File: src/rtl/mem_traffic_gen.sv
// mem_traffic_gen: bus initiator for the picorv32 native memory interface.
// Pre-fills a window with data(addr) = addr ^ PATTERN, then runs a
// programmable read/write stream, checks every read and gathers statistics.
module mem_traffic_gen #(
  parameter logic [31:0] ADDR_BASE    = 32'h0001_0000,
  parameter int          ADDR_SPAN    = 4096,
  parameter int          NUM_ACCESSES = 1024,
  parameter int          LOOP_WORDS   = 64,
  parameter int          TIMEOUT      = 1024,
  parameter logic [31:0] PATTERN      = 32'hA5A5_5A5A
) (
  input  logic        clk,
  input  logic        reset,
  input  logic        start,
  input  logic [1:0]  mode,
  input  logic [15:0] stride,
  input  logic [3:0]  wr_every,
  output logic        mem_valid,
  output logic        mem_instr,
  output logic [31:0] mem_addr,
  output logic [31:0] mem_wdata,
  output logic [3:0]  mem_wstrb,
  input  logic        mem_ready,
  input  logic [31:0] mem_rdata,
  output logic        busy,
  output logic        done,
  output logic        error,
  output logic [15:0] access_count,
  output logic [15:0] mismatch_count,
  output logic [31:0] cycle_count,
  output logic [31:0] wait_cycles,
  output logic [15:0] max_latency
);

  localparam int               OFF_W     = $clog2(ADDR_SPAN);
  localparam logic [OFF_W-1:0] OFF_MASK  = OFF_W'(ADDR_SPAN - 4);
  localparam logic [OFF_W-1:0] LOOP_MASK = OFF_W'(LOOP_WORDS * 4 - 1);
  localparam logic [OFF_W-1:0] OFF_STEP  = OFF_W'(4);
  localparam logic [15:0]      LAST_IDX  = 16'(NUM_ACCESSES - 1);
  localparam logic [31:0]      LFSR_SEED = 32'hACE1_0001;
  localparam logic [31:0]      LFSR_TAPS = 32'h8020_0003;

  typedef enum logic [1:0] {S_IDLE, S_FILL, S_RUN, S_DONE} state_t;

  state_t            state_q, state_d;
  logic              valid_q, valid_d;
  logic [31:0]       addr_q, addr_d, wdata_q, wdata_d;
  logic [3:0]        wstrb_q, wstrb_d;
  logic [OFF_W-1:0]  off_q, off_d;
  logic [15:0]       idx_q, idx_d;
  logic [3:0]        wr_cnt_q, wr_cnt_d;
  logic [31:0]       lfsr_q, lfsr_d;
  logic [1:0]        mode_q, mode_d;
  logic [15:0]       stride_q, stride_d;
  logic [3:0]        wr_every_q, wr_every_d;
  logic [31:0]       lat_q, lat_d;
  logic [15:0]       acc_q, acc_d, mis_q, mis_d, maxl_q, maxl_d;
  logic [31:0]       cyc_q, cyc_d, wait_q, wait_d;
  logic              error_q, error_d;

  logic              start_ok, active, xfer, tmo, last_fill, last_run, run_wr;
  logic [OFF_W-1:0]  req_off;
  logic [31:0]       req_addr, stride_bytes;
  logic [15:0]       lat16;

  // Galois LFSR, taps 32,22,2,1 (right-shifting form)
  function automatic logic [31:0] lfsr_step(input logic [31:0] s);
    return {1'b0, s[31:1]} ^ (s[0] ? LFSR_TAPS : 32'h0);
  endfunction

  function automatic logic [15:0] sat_inc16(input logic [15:0] v);
    return (v == 16'hFFFF) ? v : v + 16'd1;
  endfunction

  function automatic logic [31:0] sat_inc32(input logic [31:0] v);
    return (v == 32'hFFFF_FFFF) ? v : v + 32'd1;
  endfunction

  function automatic logic [31:0] sat_add32(input logic [31:0] a, input logic [31:0] b);
    logic [32:0] s;
    s = {1'b0, a} + {1'b0, b};
    return s[32] ? 32'hFFFF_FFFF : s[31:0];
  endfunction

  function automatic logic [15:0] sat16(input logic [31:0] v);
    return (v > 32'h0000_FFFF) ? 16'hFFFF : v[15:0];
  endfunction

  assign start_ok     = start && (state_q == S_IDLE || state_q == S_DONE);
  assign active       = (state_q == S_FILL) || (state_q == S_RUN);
  assign xfer         = active && valid_q && mem_ready;
  assign tmo          = active && valid_q && !mem_ready && (lat_q >= 32'(TIMEOUT));
  assign last_fill    = (off_q == OFF_MASK);
  assign last_run     = (idx_q == LAST_IDX);
  assign run_wr       = (wr_every_q != 4'd0) && (wr_cnt_q == wr_every_q - 4'd1);
  assign req_off      = (state_q == S_RUN && mode_q == 2'd2) ? (lfsr_q[OFF_W-1:0] & OFF_MASK) : off_q;
  assign req_addr     = ADDR_BASE + 32'(req_off);
  assign stride_bytes = {14'd0, stride_q, 2'b00};
  assign lat16        = sat16(lat_q);

  // State register and all datapath/statistics flops
  always_ff @(posedge clk) begin
    if (reset) begin
      state_q    <= S_IDLE;
      valid_q    <= 1'b0;
      addr_q     <= '0;
      wdata_q    <= '0;
      wstrb_q    <= '0;
      off_q      <= '0;
      idx_q      <= '0;
      wr_cnt_q   <= '0;
      lfsr_q     <= LFSR_SEED;
      mode_q     <= '0;
      stride_q   <= '0;
      wr_every_q <= '0;
      lat_q      <= '0;
      acc_q      <= '0;
      mis_q      <= '0;
      maxl_q     <= '0;
      cyc_q      <= '0;
      wait_q     <= '0;
      error_q    <= 1'b0;
    end else begin
      state_q    <= state_d;
      valid_q    <= valid_d;
      addr_q     <= addr_d;
      wdata_q    <= wdata_d;
      wstrb_q    <= wstrb_d;
      off_q      <= off_d;
      idx_q      <= idx_d;
      wr_cnt_q   <= wr_cnt_d;
      lfsr_q     <= lfsr_d;
      mode_q     <= mode_d;
      stride_q   <= stride_d;
      wr_every_q <= wr_every_d;
      lat_q      <= lat_d;
      acc_q      <= acc_d;
      mis_q      <= mis_d;
      maxl_q     <= maxl_d;
      cyc_q      <= cyc_d;
      wait_q     <= wait_d;
      error_q    <= error_d;
    end
  end

  // Next-state logic: fill the window, run the stream, stop on completion or timeout
  always_comb begin
    state_d = state_q;
    unique case (state_q)
      S_IDLE, S_DONE: if (start_ok) state_d = S_FILL;
      S_FILL: begin
        if (tmo)                    state_d = S_DONE;
        else if (xfer && last_fill) state_d = S_RUN;
      end
      S_RUN: begin
        if (tmo)                   state_d = S_DONE;
        else if (xfer && last_run) state_d = S_DONE;
      end
      default: state_d = S_IDLE;
    endcase
  end

  // Request sequencing, address generation, read checking and statistics
  always_comb begin
    valid_d    = valid_q;
    addr_d     = addr_q;
    wdata_d    = wdata_q;
    wstrb_d    = wstrb_q;
    off_d      = off_q;
    idx_d      = idx_q;
    wr_cnt_d   = wr_cnt_q;
    lfsr_d     = lfsr_q;
    mode_d     = mode_q;
    stride_d   = stride_q;
    wr_every_d = wr_every_q;
    lat_d      = lat_q;
    acc_d      = acc_q;
    mis_d      = mis_q;
    maxl_d     = maxl_q;
    cyc_d      = cyc_q;
    wait_d     = wait_q;
    error_d    = error_q;
    if (start_ok) begin
      mode_d     = mode;
      stride_d   = stride;
      wr_every_d = wr_every;
      error_d    = 1'b0;
      acc_d      = '0;
      mis_d      = '0;
      maxl_d     = '0;
      cyc_d      = '0;
      wait_d     = '0;
      lfsr_d     = LFSR_SEED;
      off_d      = '0;
      idx_d      = '0;
      wr_cnt_d   = '0;
      // first FILL request goes out on the very next cycle
      valid_d    = 1'b1;
      addr_d     = ADDR_BASE;
      wdata_d    = ADDR_BASE ^ PATTERN;
      wstrb_d    = 4'hF;
      lat_d      = 32'd1;
    end else if (active) begin
      // the GAP before the first RUN request is not part of the measured run
      if (state_q == S_RUN && (valid_q || idx_q != 16'd0)) cyc_d = sat_inc32(cyc_q);
      if (!valid_q) begin
        valid_d = 1'b1;
        addr_d  = req_addr;
        wdata_d = req_addr ^ PATTERN;
        wstrb_d = (state_q == S_FILL || run_wr) ? 4'hF : 4'h0;
        lat_d   = 32'd1;
      end else if (mem_ready) begin
        valid_d = 1'b0;
        if (state_q == S_FILL) begin
          off_d = last_fill ? '0 : off_q + OFF_STEP;
        end else begin
          idx_d    = idx_q + 16'd1;
          acc_d    = sat_inc16(acc_q);
          lfsr_d   = lfsr_step(lfsr_q);
          wr_cnt_d = run_wr ? 4'd0 : wr_cnt_q + 4'd1;
          unique case (mode_q)
            2'd1:    off_d = off_q + stride_bytes[OFF_W-1:0];
            2'd3:    off_d = (off_q + OFF_STEP) & LOOP_MASK;
            default: off_d = off_q + OFF_STEP;
          endcase
          wait_d = sat_add32(wait_q, lat_q);
          if (lat16 > maxl_q) maxl_d = lat16;
          if (wstrb_q == 4'h0 && mem_rdata != (addr_q ^ PATTERN)) begin
            mis_d   = sat_inc16(mis_q);
            error_d = 1'b1;
          end
        end
      end else if (tmo) begin
        valid_d = 1'b0;
        error_d = 1'b1;
      end else begin
        lat_d = lat_q + 32'd1;
      end
    end
  end

  // Status outputs decoded from the state
  always_comb begin
    busy = (state_q == S_FILL) || (state_q == S_RUN);
    done = (state_q == S_DONE);
  end

  assign mem_valid      = valid_q;
  assign mem_instr      = 1'b0;
  assign mem_addr       = addr_q;
  assign mem_wdata      = wdata_q;
  assign mem_wstrb      = wstrb_q;
  assign error          = error_q;
  assign access_count   = acc_q;
  assign mismatch_count = mis_q;
  assign cycle_count    = cyc_q;
  assign wait_cycles    = wait_q;
  assign max_latency    = maxl_q;

endmodule

File: config.mk
export PLATFORM = sky130hd
export DESIGN_NAME = mem_traffic_gen
export DESIGN_NICKNAME = d
export VERILOG_FILES = /design/src/rtl/mem_traffic_gen.sv
export SDC_FILE = /design/constraint.sdc
export NUM_CORES = 1
export LEC_CHECK = 0
export ABC_AREA = 1
export ABC_CLOCK_PERIOD_IN_PS = 3300
export BUFFER_PORTS_ARGS = -buffer_cell sky130_fd_sc_hd__buf_2
export CAP_MARGIN = 20
export CORE_MARGIN = 8
export CORE_UTILIZATION = 35
export DETAILED_ROUTE_END_ITERATION = 10
export HOLD_SLACK_MARGIN = 0.06
export PLACE_DENSITY = 0.62
export SLEW_MARGIN = 20
export SYNTH_ARGS = -nofsm -noshare
export SYNTH_HDL_FRONTEND = slang
export SYNTH_SLANG_ARGS = --single-unit
File: constraint.sdc
create_clock -name clk -period 3.3 [get_ports clk]
set_input_delay 0.33 -clock clk [delete_from_list [all_inputs] [get_ports clk]]
set_output_delay 0.33 -clock clk [all_outputs]
set_load 0.02 [all_outputs]
==> flow_summary.toml <==
[run_status]
outcome = "finished clean"

[routing]
vias_per_cell = 4.81
wl_mm = 44.7
ant_nets = 0
drt_iter0_drc = 887
first_pass_iters = 5
drc = 0
num_vias = 15091
wl_per_cell_um = 14.2

[sta]
setup_viol = 0
clock.fmax_mhz = 341
period_needed_ps = 2930
finalClockSkew_ps = 10.4
slew_headroom_pct = 45.9
period_share_pct = 88.9
tightest_slew_ps = 809
slew_violations = 0
hold_violations = 0
fin_tns_setup_ps = 0
grt_setup_unrepaired = "no"

[clock_network]
clk_pin_slew_ps = 60
cts_resized = 0
clock-root-buffer = "clkbuf_16"
cts_tree = "built"
cts_buffers = 30
htreeDepth = 1
clock-sinks = 245
clock_latency_ps = 560
cts_buffer_depth = 3

[setup_path]
worstPathArrival_ps = 3370
r2r_slack_ps = 370
criticalPathCategory = "reg2reg"
cp-start-kind = "register"
worst_setup_path_end_kind = "register"
worstPathRequired_ps = 3730
critPathMaxFanout = 27

[logic_synthesis]
yosysSeqAreaShare_pct = 32.3
muxShareOfSynthArea_pct = 0
synth_top_area_share_pct = 32.3
synthAdderAreaFrac_pct = 6.11
synthSimpleGateAreaFrac_pct = 33.0
ys_top_cells_by_count = "618 x nand2_1, 304 x nor2_1, 300 x inv_1"
synth_compound_area_share_pct = 11.1
ys.flop_type = "dfxtp_1"
synth_top_family_by_area = "simple AND/OR/NAND/NOR gates"
yosysTopAreaCell = "dfxtp_1"
synthesis.area_um2 = 15200
synth_cells = 2351
yosys_warnings = 0
synth.area.top_cells = "dfxtp_1 32%, nand2_1 15%, nor2_1 7.5%"
synthXorXnorAreaFrac_pct = 5.13
yosys_register_bits = 245
yosysMostFrequentCell = "nand2_1"
synth_edf_count = 0
synth_cell_types = 51
syn_avg_cell_area_um2 = 6.46
async_flop_share_pct = 0

[cells_and_area]
n_fill_cell = 4614
diodes = 0
area_delta_synth_final_pct = 16.8
utilization_pct = 41.3
final_nets = 2659
drive_above_1_share_pct = 11.7

[power_and_ir_drop]
power_switching_uw = 3450
p_int_uw = 6180
power.share.clock_pct = 36.5
combPwrFrac_pct = 28.2
leakage_uw = 0.00837
power_per_cell_area_nw_per_um2 = 543
swShare_pct = 35.8
ir_worst_vdd_v = 0.000368
pwr-share-seq_pct = 35.3

[placement]
gp_congestion = 0.933
port_buffers = 205
hpwl_mm = 33.3

[global_route]
grt_pass1_vias = 14305
grt_start_max_net_pins = 101
grt_pass1_wl_mm = 72.6
grt.total_usage_pct = 17.0
grt_antenna_before_repair = 0
overflow = 0

[floorplan]
die_area_um2 = 50300
fp-row-count = 76
die_x_um = 224
initial_core_util_pct = 35.3
die_h_um = 224
num_io_pins = 243
core_area_um2 = 43000

[flow_run]
drv_cap = 0

[min_path]
hp-class = "in2reg"
[worst max-delay path, cell delays in order, from the launching register on]
cell and delay, ps:
dfxtp_1 360, inv_1 70, ha_1 390, nor2_4 310
inv_4 150, nor2_8 180, inv_4 170, buf_4 280
nor2_4 400, nand3_4 270, nand2_1 140, a21oi_1 70
[kinds of logic after synthesis]
| logic type | Yosys count |
|---|---|
| and+or+nand+nor | 1196 |
| other | 1 |
| xor gates and xnor gates | 89 |
| DFF | 245 |
| buffers and inverters | 429 |
| adders and majority gates | 73 |
| AOI/OAI and AO/OA | 318 |
[cell type report]
type                            count  area (um2)  share of cell area [%]
Multi-Input combinational cell   1707        8550                    48.1
Sequential cell                   245        4900                    27.6
Timing Repair Buffer              234        1330                    7.49
Inverter                          310        1170                    6.61
Clock buffer                       43         901                    5.08
Tap cell                          585         732                    4.12
Clock inverter                     11         164                   0.924
[power groups by stage]
stage / Sequential [uW] / Clock (uW) / Combinational (uW)
finish: 3400 / 3520 / 2720
detailed placement: 3460 / 0 / 2710
floorplan: 3550 / 0 / 1810
global placement: 3460 / 0 / 2670
global route: 3440 / 3750 / 3030
CTS: 3400 / 3630 / 2740
[layout by cell type, fill, tap and decap left out, drive strengths merged, types with 3 or more instances in the layout]
cell type / n
nor2: 310
ha: 71
a31oi: 5
nand3: 114
nor3: 73
o21bai: 6
clkbuf: 43
buf: 220
dlygate4sd3: 14
nand3b: 8
or2: 5
o211ai: 15
xnor2: 36
and2: 3
dfxtp: 245
clkinv: 8
bufinv: 4
nand4: 52
nand2: 621
xor2: 53
nor3b: 5
inv: 307
a21oi: 168
o21ai: 114
nor4: 5
conb: 31
[state kept, by name (all words and copies together), names as in the netlist, 4 cells and up]
register and cells:
cycle_count 32, lat_q 32, lfsr_q 32, wait_cycles 32
access_count 16, idx_q 16, max_latency 16, mismatch_count 16
mem_addr 11, off_q 10, stride_q 10, mem_wdata 7
wr_cnt_q 4, wr_every_q 4
[through the flow]
| step | std cells | total power [uW] | setup slack [ps] | hold slack [ps] | cell area [um2] |
|---|---|---|---|---|---|
| global route | 3135 | 10200 | 129 | 94.2 | 17700 |
| global placement | 3067 | 6130 | 182 | 439 | 16500 |
| finish | 3135 | 9640 | 368 | 113 | 17700 |
| CTS | 3135 | 9770 | 361 | 62.8 | 17700 |
| detailed placement | 3067 | 6170 | 383 | 444 | 16500 |
| floorplan | 2381 | 5360 | 884 | 429 | 15300 |
[per-layer routing]
metal	up-vias	global-route usage [%]	wire length [um]
met2	421	28.5	20100
met3	58	3.11	2830
met5	-	0	0
li1	7767	-	-
met1	6845	22.1	20800
met4	0	5.06	995
[repair_timing]
item,4_1_cts,5_1_grt
hold buffers,14,0
setup buffers,0,0
hold endpoints to repair,14,0
[final timing paths]
kind,start,endpoint,depth (start not counted)
setup / recovery,state_q[0],mismatch_count[12],11
setup reg to reg,state_q[0],mismatch_count[12],11
hold reg to reg,lfsr_q[27],lfsr_q[27],2
hold / removal,reset,mem_wdata[11],2
Power figures use the tool's default switching activity.
